--- config.mk ---
export PLATFORM = sky130hd
export DESIGN_NAME = garage_door_ctrl
export DESIGN_NICKNAME = d
export VERILOG_FILES = /design/src/rtl/garage_pkg.sv /design/src/rtl/garage_cycle_timer.sv /design/src/rtl/garage_door_ctrl.sv
export SDC_FILE = /design/constraint.sdc
export NUM_CORES = 1
export LEC_CHECK = 0
export ABC_CLOCK_PERIOD_IN_PS = 3500
export CORE_MARGIN = 4
export CORE_UTILIZATION = 40
export CTS_BUF_LIST = sky130_fd_sc_hd__clkbuf_4
export DETAILED_ROUTE_END_ITERATION = 8
export PLACE_DENSITY = 0.56
export SETUP_SLACK_MARGIN = 0.15
export SYNTH_ARGS = -nofsm -noshare
export SYNTH_HDL_FRONTEND = slang
export SYNTH_SLANG_ARGS = --single-unit
--- constraint.sdc ---
create_clock -name CLK -period 3.5 [get_ports CLK]
set_input_delay 0.7 -clock CLK [delete_from_list [all_inputs] [get_ports CLK]]
set_output_delay 0.7 -clock CLK [all_outputs]
set_load 0.05 [all_outputs]
--- src/rtl/garage_pkg.sv ---
// Shared definitions for the garage door controller: state and direction codes.
package garage_pkg;

    // Controller states; the numeric codes are visible on the State output.
    typedef enum logic [2:0] {
        IDLE  = 3'd0,
        MV_UP = 3'd1,
        MV_DN = 3'd2,
        STOP  = 3'd3,
        DEAD  = 3'd4,
        FAULT = 3'd5
    } state_e;

    // Travel direction, used for the last direction moved and the post-dead-time target.
    typedef enum logic {
        DIR_DN = 1'b0,
        DIR_UP = 1'b1
    } dir_e;

    // Reversal helper: the direction to head in after a pause.
    function automatic dir_e opposite(input dir_e d);
        return (d == DIR_UP) ? DIR_DN : DIR_UP;
    endfunction

endpackage

--- src/rtl/garage_cycle_timer.sv ---
// Loadable down-counter with a zero flag; saturates at zero while enabled.
module garage_cycle_timer #(
    parameter int unsigned WIDTH = 4
) (
    input  logic             clk,
    input  logic             rst,
    input  logic             load,
    input  logic [WIDTH-1:0] load_val,
    input  logic             en,
    output logic             zero
);

    logic [WIDTH-1:0] count_q;
    logic [WIDTH-1:0] count_d;

    // Next count: a load wins over counting down.
    always_comb begin
        // NOTE: default first so every path assigns count_d and no latch is inferred.
        count_d = count_q;
        if (load) begin
            count_d = load_val;
        end else if (en && (count_q != '0)) begin
            count_d = count_q - WIDTH'(1);
        end
    end

    // Count register.
    always_ff @(posedge clk or posedge rst) begin
        // NOTE: non-blocking assignments for state so every flop samples pre-edge values.
        if (rst) begin
            count_q <= '0;
        end else begin
            count_q <= count_d;
        end
    end

    assign zero = (count_q == '0);

endmodule

--- src/rtl/garage_door_ctrl.sv ---
// Garage door motor controller: edge-detected Activate, pause, obstacle
// auto-reverse, turnaround dead-time and travel-timeout fault.
module garage_door_ctrl
    import garage_pkg::*;
#(
    parameter int unsigned TRAVEL_TIMEOUT = 1000,
    parameter int unsigned DEAD_CYCLES    = 4,
    parameter bit          REVERSE_EN     = 1'b1
) (
    input  logic       CLK,
    input  logic       RST,
    input  logic       Activate,
    input  logic       Up_MAX,
    input  logic       Dn_MAX,
    input  logic       Obstacle,
    input  logic       Fault_Clr,
    output logic       UP_M,
    output logic       DN_M,
    output logic       Fault,
    output logic       Busy,
    output logic [2:0] State
);

    localparam int unsigned TRAVEL_W = $clog2(TRAVEL_TIMEOUT);
    localparam int unsigned DEAD_W   = $clog2(DEAD_CYCLES + 1);
    // Down-counters reach zero on the last permitted cycle of the phase.
    localparam logic [TRAVEL_W-1:0] TRAVEL_LOAD = TRAVEL_W'(TRAVEL_TIMEOUT - 1);
    localparam logic [DEAD_W-1:0]   DEAD_LOAD   = DEAD_W'(DEAD_CYCLES - 1);

    state_e state_q, state_d;
    dir_e   last_dir_q, last_dir_d;
    dir_e   target_q, target_d;
    logic   act_q;
    logic   act_p;
    logic   up_m_q, up_m_d;
    logic   dn_m_q, dn_m_d;
    logic   fault_q, fault_d;
    logic   busy_q, busy_d;
    logic   travel_load, travel_en, travel_zero;
    logic   dead_load, dead_zero;

    assign act_p = Activate & ~act_q;

    // Travel timer restarts on every entry into a moving state.
    assign travel_load = ((state_d == MV_UP) || (state_d == MV_DN)) && (state_d != state_q);
    assign travel_en   = (state_q == MV_UP) || (state_q == MV_DN);
    assign dead_load   = (state_d == DEAD) && (state_q != DEAD);

    garage_cycle_timer #(.WIDTH(TRAVEL_W)) u_travel_timer (
        .clk      (CLK),
        .rst      (RST),
        .load     (travel_load),
        .load_val (TRAVEL_LOAD),
        .en       (travel_en),
        .zero     (travel_zero)
    );

    garage_cycle_timer #(.WIDTH(DEAD_W)) u_dead_timer (
        .clk      (CLK),
        .rst      (RST),
        .load     (dead_load),
        .load_val (DEAD_LOAD),
        .en       (state_q == DEAD),
        .zero     (dead_zero)
    );

    // Next-state, direction bookkeeping and Moore output decode of the next state.
    always_comb begin
        state_d    = state_q;
        last_dir_d = last_dir_q;
        target_d   = target_q;
        unique case (state_q)
            IDLE: begin
                if (act_p) begin
                    if (Up_MAX && Dn_MAX) begin
                        state_d = FAULT;
                    end else if (Dn_MAX) begin
                        state_d = MV_UP;
                    end else begin
                        state_d = MV_DN;
                    end
                end
            end
            MV_UP: begin
                if (Up_MAX) begin
                    state_d = IDLE;
                end else if (travel_zero) begin
                    state_d = FAULT;
                end else if (act_p) begin
                    state_d    = STOP;
                    last_dir_d = DIR_UP;
                end
            end
            MV_DN: begin
                if (Dn_MAX) begin
                    state_d = IDLE;
                end else if (Obstacle) begin
                    last_dir_d = DIR_DN;
                    if (REVERSE_EN) begin
                        state_d  = DEAD;
                        target_d = DIR_UP;
                    end else begin
                        state_d = STOP;
                    end
                end else if (travel_zero) begin
                    state_d = FAULT;
                end else if (act_p) begin
                    state_d    = STOP;
                    last_dir_d = DIR_DN;
                end
            end
            STOP: begin
                if (act_p) begin
                    state_d  = DEAD;
                    target_d = opposite(last_dir_q);
                end
            end
            DEAD: begin
                if (dead_zero) begin
                    state_d = (target_q == DIR_UP) ? MV_UP : MV_DN;
                end
            end
            FAULT: begin
                if (Fault_Clr) begin
                    state_d = IDLE;
                end
            end
            default: state_d = IDLE;
        endcase

        up_m_d  = (state_d == MV_UP);
        dn_m_d  = (state_d == MV_DN);
        fault_d = (state_d == FAULT);
        busy_d  = (state_d == MV_UP) || (state_d == MV_DN) || (state_d == DEAD);
    end

    // State, edge-detect and registered outputs; reset drops the motors at once.
    always_ff @(posedge CLK or posedge RST) begin
        if (RST) begin
            state_q    <= IDLE;
            last_dir_q <= DIR_DN;
            target_q   <= DIR_DN;
            act_q      <= 1'b0;
            up_m_q     <= 1'b0;
            dn_m_q     <= 1'b0;
            fault_q    <= 1'b0;
            busy_q     <= 1'b0;
        end else begin
            state_q    <= state_d;
            last_dir_q <= last_dir_d;
            target_q   <= target_d;
            act_q      <= Activate;
            up_m_q     <= up_m_d;
            dn_m_q     <= dn_m_d;
            fault_q    <= fault_d;
            busy_q     <= busy_d;
        end
    end

    assign UP_M  = up_m_q;
    assign DN_M  = dn_m_q;
    assign Fault = fault_q;
    assign Busy  = busy_q;
    assign State = state_q;

endmodule

-- Yosys cells after proc, flatten, opt, wreduce, memory -nomap -nowiden
Cells that the tools add are included.
- flip-flop bits (word level): 23
- input bits: 7
- output and inout port bits: 7
- logic and storage cells: 82
- add/sub/neg operators: 2
- eq/ne operators: 19
- muxes and demuxes: 30
- bitwise gates (word level): 2
- reductions and logical operators: 19
- operators by type and width (operator ; count):
    3-bit two-way mux ; 12
    10-bit two-way mux ; 2
    3-bit case mux with 6 select lines ; 1
    3-bit equality test, second input constant ; 4
    2-bit != test, second input constant ; 6
    1-bit two-way mux ; 11
    10-bit zero test ; 1
    10-bit nonzero test ; 1
    10-bit by 1-bit subtractor with 10-bit output, second input constant ; 1
    3-bit by 2-bit equality test with 1-bit output, second input constant ; 3
    3-bit != test, second input constant ; 3
    2-bit nonzero test ; 4
    7-bit AND reduction ; 1
    3-bit by 1-bit equality test with 1-bit output, second input constant ; 2
    3-bit zero test ; 2
    1-bit logical AND ; 5
    2-bit two-way mux ; 2
    1-bit case mux with 2 select lines ; 2
    4-bit AND reduction ; 1
    1-bit logical OR ; 3
    3-bit != test ; 1
    3-bit nonzero test ; 1
    3-bit by 1-bit subtractor with 3-bit output, second input constant ; 1
    1-bit bitwise AND ; 1
    1-bit inverter ; 1

-- Longest topological paths before layout
Gate-level depths: netlist (run 1).
- depth after elaboration: 11
- mapped depth: 10

-- Cells and area by module
From an unflattened synthesis (run 1), not the netlist that was laid out.
- cell total of the unflattened synthesis: 161
- area total of the unflattened synthesis: 1554.0 µm²
- by module, submodules not included (module ; times used ; cells an instance ; area an instance (µm²) ; sequential area each (µm²)):
    garage_door_ctrl ; 1 ; 72 ; 704.4 ; 250.2
    garage_cycle_timer at u_travel_timer ; 1 ; 69 ; 655.6 ; 250.2
    garage_cycle_timer at u_dead_timer ; 1 ; 20 ; 193.9 ; 75.1

-- Worst setup path after synthesis (run 1)
OpenSTA, ideal clock, no wires.
- kind: input port to flip-flop
- start: input Activate
- end: register u_travel_timer.count_q[4]
- setup time: 119 ps
- arrival: 2072 ps
- required time: 3381 ps
- slack: 1309 ps
- stages on the path: 8
- path buffers: 2
- path through: nor2b_1 clkbuf_1 a311oi_1 o221ai_2 a21o_1 o22a_1 buf_6 and2_1
- longest elaborated chain between the ends: 10
- elaborated cells on any way between the ends: 16
- classes of those cells: 3 x eq/ne; 9 x mux; 1 x bitwise; 3 x reduce/logical
- ends and longest elaborated chain (element ; RTL line ; RTL):
    start: declaration ; garage_door_ctrl.sv:12 ; input logic Activate,
    1-bit bitwise AND (*) ; garage_door_ctrl.sv:42 ; assign act_p = Activate & ~act_q;
    3-bit two-way mux ; garage_door_ctrl.sv:89, garage_door_ctrl.sv:107 ;
    3-bit two-way mux ; garage_door_ctrl.sv:105 ; end else if (travel_zero) begin
    3-bit two-way mux ; garage_door_ctrl.sv:97 ; end else if (Obstacle) begin
    3-bit two-way mux ; garage_door_ctrl.sv:95 ; if (Dn_MAX) begin
    3-bit case mux with 6 select lines (*) ; garage_door_ctrl.sv:72 ; unique case (state_q)
    via state_d[0] ; garage_door_ctrl.sv:30 ; state_e state_q, state_d;
    3-bit by 1-bit equality test with 1-bit output or 3-bit by 2-bit equality test with 1-bit output (tied branches) ; garage_door_ctrl.sv:45 ; assign travel_load = ((state_d == MV_UP) || (state_d == MV_DN)) && (state_d != state_q);
    1-bit logical OR ; garage_door_ctrl.sv:45 ;
    1-bit logical AND (*) ; garage_door_ctrl.sv:45 ;
    10-bit two-way mux or 2-bit nonzero test (tied branches) ; -- ;
    end signal: assignment ; garage_cycle_timer.sv:33 ; count_q <= count_d;
    end: declaration ; garage_cycle_timer.sv:13 ; logic [WIDTH-1:0] count_q;
Mark *: on every way through the listed nets, which the timed path passes. The rest lies on a longest branch.
A chain may end at the register's enable or synchronous reset.

-- Final worst setup path (run 1)
- start: register state_q[0] (netlist: State[0])
- end: output State[0]
- RTL lines (element ; RTL line ; RTL):
    start: declaration ; garage_door_ctrl.sv:30 ;
    start signal: assignment ; garage_door_ctrl.sv:149 ; state_q <= state_d;
    end: declaration ; garage_door_ctrl.sv:21 ; output logic [2:0] State
No word-level cell between the ends.

==> results.yml, run 1 <==
finish:
  synthToLayoutAreaGrowth_pct: 12.85
  most-common-layout-cells: "23 x dfrtp_1, 17 x nand2_1, 13 x clkdlybuf4s50_1, 10 x inv_1, 7 x xnor2_1"
  nets: 164
  ff_latch_area_um2: 575.6
  final_common_cell: "dfrtp_1"
  multi_input_area_um2: 765.7
  fill_cells: 317
  diodes: 0
  drive_gt1_share_pct: 15.03
synthesis:
  yosys_warnings: 0
  synth_top_area_cell: "dfrtp_1"
  synth_cell_types: 55
  postSynthAreaPerCell_um2: 10.15
  synth_ff_type: "dfrtp_1"
  synth_area_leaders: "dfrtp_1 40%, nand2_1 4.5%, xnor2_1 4.3%"
  yosysTopAreaCellShare_pct: 40.49
  synthArstFlopShare_pct: 100.0
  ys_seq_area_share_pct: 40.49
  synth-seq-cells: 23
  synth_fp_nets: 150
  synth_edf_count: 0
  syn_inst: 140
  netlist_area_um2: 1421
worst_setup_path:
  r2r_cells: 8
  worstSetupPathType: "register to primary output"
  startpoint_type: "register"
  crit_chain: "clkdlybuf4s50_1"
  crit_path_max_incr_delay_ns: 0.91
  cp.depth: 1
  cp.arrival_ns: 1.91
  path_buf_inv: 1
  required_ns: 2.80
  critPathMaxFanout: 17
  cpMaxStageDelayCell: "clkdlybuf4s50_1"
  cp-end-kind: "primary output"
  crit_family: "buffers and inverters"
clocking:
  post-cts-setup-buffers: 0
  clockRootBuffer: "clkbuf_4"
  clk_pin_slew_ns: 0.12
  cts_sinks: 23
  cts_resized: 0
  cts_buffer_depth: 2
  hold_buffers: 0
  clkLatencyLatePin_ns: 0.30
  htreeDepth: 1
  cts_buffers: 3
  cts_tree: "done"
sta:
  finalSetupTns_ns: 0
  period_needed_ns: 2.614
  hold_slack_ns: 0.5108
  finalSetupViolCount: 0
  fmax_mhz: 382.5
  worst_pin_slew_ns: 0.9009
  slew_violations: 0
  rsz0062_at_grt: "false"
  post-route-period-util_pct: 74.70
  clock_skew_ns: 0.004561
  hold_violations: 0
  max_slew_margin_pct: 39.87
routing:
  wire_per_inst_um: 14.23
  drc_errors: 0
  drt_iter0_markers: 128
  routed_wl_um: 2832
  dr.pass1.iters: 4
  vias: 1057
  viasPerCell: 5.312
  ant_nets: 0
min_path:
  hold_depth: 2
  hp-class: "register to register"
floorplan:
  core_region_area_um2: 3390
  die_height_um: 67.61
  dieArea_um2: 4571
  ios: 14
  fp-row-count: 21
  die_width_um: 67.61
  start_util_pct: 41.93
grt:
  grt_pass1_vias: 1020
  grt_pass1_wl_um: 4795
  grt_start_max_net_pins: 24
  gr-total-overflow: 0
  grt_usage_pct: 13.76
  antenna_found_initial: 0
status:
  status: "complete, no violations"
power_and_ir_drop:
  p_per_area_nw_per_um2: 723.3
  power.leakage_uw: 0.0006411
  vdd_drop_max_mv: 0.3057
placement:
  gp_congestion: 0.8203
  io_buffers: 13
  dp_hpwl_um: 2071
run:
  cap_violations: 0
path summary, 6_finish.rpt:
path,start,end,slack [ns]
worst max-delay path,State[0]$_DFF_PP0_,State[0],0.89
worst min-delay path,u_dead_timer.count_q[2]$_DFFE_PP0P_,u_dead_timer.count_q[2]$_DFFE_PP0P_,0.51
worst max register to register,u_travel_timer.count_q[0]$_DFFE_PP0P_,u_travel_timer.count_q[3]$_DFFE_PP0P_,1.17
worst min register to register,u_dead_timer.count_q[2]$_DFFE_PP0P_,u_dead_timer.count_q[2]$_DFFE_PP0P_,0.51
max in group asynchronous,RST,u_travel_timer.count_q[2]$_DFFE_PP0P_,2.08
min in group asynchronous,RST,u_travel_timer.count_q[0]$_DFFE_PP0P_,0.88
cells by family after synthesis:
kind of cell	Yosys count	share of synthesized area, %
AOI/OAI and AO/OA	29	17.25
xor gates and xnor gates	12	7.394
adders and majority gates	3	2.641
buffers and inverters	15	5.633
DFF	23	40.49
and+or+nand+nor	58	26.58
power by group:
part           leakage, µW  internal [µW]  switching, µW
registers         0.000266            336           94.0
logic             0.000357            248            354
clock network    0.0000184           52.2           76.6
cell type report:
class	count	area share (%)
clock buffer	4	1.872
inverter	10	2.340
multi-input combinational	102	47.74
timing repair buffer	14	8.580
tap	46	3.588
sequential	23	35.88
Yosys cell counts, drive strengths merged, types with 4 or more instances:
cell type / instances
nor2: 6
a21oi: 4
o21ai: 4
nor3b: 4
inv: 10
nand2: 19
buf: 4
dfrtp: 23
xnor2: 7
nor4: 4
xor2: 5
nor2b: 4
registers in the layout (all words and copies together) (netlist names):
signal                  flops
UP_M                        1
DN_M                        1
Busy                        1
Fault                       1
u_travel_timer.count_q     10
u_dead_timer.count_q        3
State                       3
last_dir_q                  1
act_q                       1
target_q                    1
layer usage:
metal	wire [µm]	GRT usage [%]
met4	17	5.316
met3	88	2.496
met5	0	0
met2	1296	20.29
met1	1429	19.75
stage by stage:
| stage | area (µm²) | power (µW) | std cells | utilization, % | setup WS (ns) |
|---|---|---|---|---|---|
| 2_1_floorplan | 1421 | 914.3 | 140 | - | 1.309 |
| 3_3_place_gp | 1574 | 1037 | 195 | 46.44 | 0.6884 |
| 3_5_place_dp | 1574 | 1040 | 195 | 46.44 | 0.6308 |
| 4_1_cts | 1604 | 1177 | 199 | 47.32 | 0.8599 |
| 5_1_grt | 1604 | 1260 | 199 | 47.32 | 0.7722 |
| 6_report | 1604 | 1160 | 199 | 47.32 | 0.8856 |
(Power assumes the default switching activity.)
==> run 2, diff against run 1 <==
- ABC_CLOCK_PERIOD_IN_PS: 3500 -> 2300
- PLACE_DENSITY: 0.56 -> 0.59
- clock period: 3.5 -> 2.3 ns (I/O delays scaled with it)
==> run 2 against run 1 <==
  * Count of clock-buffer cells in the layout fell by 1
  * Power increased by 62%
  * Critical path depth rose by 7
  * Highest routed layer unchanged
==> results.yml, run 2 (synthesis results as in run 1) <==
power_and_ir_drop:
  combPwrFrac_pct: 55.3
  switching_share_pct: 44.64
  vdd_drop_max_mv: 0.6112
  power.leakage_uw: 0.0007320
  p_switching_uw: 838.8
  p_clk_share_pct: 10.4
  seqPwrFrac_pct: 34.3
  p_per_area_nw_per_um2: 1086
  internal_power_uw: 1040
routing:
  routed_wl_um: 2894
  drt_iter0_markers: 39
  dr.pass1.iters: 4
  ant_nets: 0
  vias: 1120
  viasPerCell: 5.258
  wire_per_inst_um: 13.59
  drc_errors: 0
sta:
  layout_setup_ws_ns: 0.2745
  period_needed_ns: 2.025
  fmax_mhz: 493.7
  worst_pin_slew_ns: 0.5102
  max_slew_margin_pct: 65.88
  clock_skew_ns: 0.002292
  slew_violations: 0
  finalSetupTns_ns: 0
  post-route-period-util_pct: 88.06
  hold_violations: 0
  rsz0062_at_grt: "true"
  finalSetupViolCount: 0
worst_setup_path:
  required_ns: 2.52
  cpMaxStageDelayCell: "clkdlybuf4s50_1"
  crit_path_max_incr_delay_ns: 0.43
  critPathMaxFanout: 10
  cp.arrival_ns: 2.25
  cp-end-kind: "register"
  crit_family: "compound AO/OA/AOI/OAI gates"
  crit_chain: "clkdlybuf4s50_1 > nor2b_1 > buf_4 > a311oi_2 > o221ai_2 > a21o_1 > o22a_4 > and2_1"
  path_buf_inv: 2
  worstSetupPathType: "input pin to register"
  startpoint_type: "input pin"
finish:
  most-common-layout-cells: "21 x dfrtp_1, 17 x nand2_1, 16 x buf_4, 10 x inv_1, 10 x clkdlybuf4s50_1"
  final_common_cell: "dfrtp_1"
  nets: 178
  regMostFlops: "u_travel_timer.count_q"
  largest_reg_flops: 10
  final_cells: 213
  final_area_um2: 1730
  drive_gt1_share_pct: 25.75
  fill_cells: 321
  diodes: 0
  synthToLayoutAreaGrowth_pct: 21.74
clocking:
  clockRootBuffer: "clkbuf_4"
  cts_buffer_depth: 2
  cts_tree: "done"
  clk_pin_slew_ns: 0.13
  cts_buffers: 3
  cts_sinks: 23
  htreeDepth: 1
  clkLatencyLatePin_ns: 0.31
grt:
  grt_usage_pct: 14.96
  globalRouteMet3Util_pct: 3.661
  antenna_found_initial: 0
  grt_start_max_net_pins: 24
  grt.busiest_layer: "met2"
  grt_pass1_vias: 1157
  grt_use_met1_pct: 18.15
  grt_pass1_wl_um: 5244
  gr-total-overflow: 0
  grtUsageMet2_pct: 25.64
placement:
  dp_cells: 209
  io_buffers: 13
  placed_cell_area_um2: 1679
  place_ws_ns: -0.2029
  dp_hpwl_um: 2174
  gp_congestion: 0.8195
floorplan:
  core_region_area_um2: 3390
  die_height_um: 67.61
  dieArea_um2: 4571
  fp-row-count: 21
  ios: 14
  die_width_um: 67.61
  start_util_pct: 41.93
status:
  status: "complete, no violations"
run:
  cap_violations: 0
min_path:
  hp-class: "input pin to asynchronous set/reset pin"
run 2: changes by cell type in the layout (fill, tap and decap cells not counted), sizes merged:
cell | before | now
clkinvlp | 0 | 1
dlygate4sd2 | 0 | 2
clkdlybuf4s50 | 13 | 10
clkbuf | 4 | 3
buf | 1 | 16
run 2: repair_timing:
action | CTS | global route
hold buffers | 0 | 0
setup endpoints to repair | 12 | 9
gates resized for setup | 3 | 4
setup buffers | 0 | 0
pin swaps | 1 | 3
run 2: layout make-up:
| class | count | area [µm²] | share of cell area [%] |
|---|---|---|---|
| repair buffers | 28 | 237.7 | 13.74 |
| clock inverters | 1 | 7.507 | 0.4338 |
| inverters | 10 | 37.54 | 2.169 |
| clock buffers | 3 | 22.52 | 1.302 |
| well taps | 46 | 57.56 | 3.326 |
| flip-flops and latches | 23 | 578.1 | 33.41 |
| multi-input cells | 102 | 789.5 | 45.63 |
run 2: final timing paths:
check | to | depth (start not counted) | slack (ns) | startpoint
max in group asynchronous | State[1]$_DFF_PP0_ | 3 | 1.58 | RST
min in group CLK | target_q$_DFFE_PP0P_ | 1 | 0.52 | target_q$_DFFE_PP0P_
hold reg to reg | target_q$_DFFE_PP0P_ | 1 | 0.52 | target_q$_DFFE_PP0P_
setup reg to reg | u_travel_timer.count_q[4]$_DFFE_PP0P_ | 9 | 0.28 | u_dead_timer.count_q[0]$_DFFE_PP0P_
hold / removal | u_dead_timer.count_q[0]$_DFFE_PP0P_ | 3 | 0.47 | RST
setup / recovery | u_travel_timer.count_q[4]$_DFFE_PP0P_ | 8 | 0.27 | Activate
run 2: power by group through the flow:
stage | Combinational [µW] | Sequential (µW) | Clock, µW
after floorplan | 643 | 751 | 0
after global placement | 1010 | 647 | 0
after detailed placement | 1020 | 651 | 0
after CTS | 1020 | 641 | 214
after global routing | 1140 | 667 | 228
final | 1040 | 644 | 195
run 2: metal layers:
metal	routed length, µm	up-vias
met5	0	-
met4	17	0
met3	88	2
met2	1453	12
met1	1334	554
li1	-	552
run 2: worst reg2reg max path, delay by kind of cell, from the launching register on:
| family | cells | cell delay [ns] |
|---|---|---|
| AOI/OAI and AO/OA | 4 | 0.78 |
| adders and majority gates | 2 | 0.39 |
| and+or+nand+nor | 2 | 0.36 |
| DFF | 1 | 0.34 |
| buffers and inverters | 1 | 0.06 |
run 2: metrics by stage:
stage	power (µW)	hold WS [ns]	util [%]
floorplan	1394	0.4550	-
global placement	1654	0.4744	49.54
detailed placement	1676	0.4890	49.54
CTS	1876	0.4634	50.39
global route	2038	0.4733	51.05
finish	1879	0.4665	51.05
==> run 3, diff against run 2 <==
- SLEW_MARGIN: not set -> 0
==> results of run 3 <==
The final DEF is identical to that of run 2; final timing and power are the same.
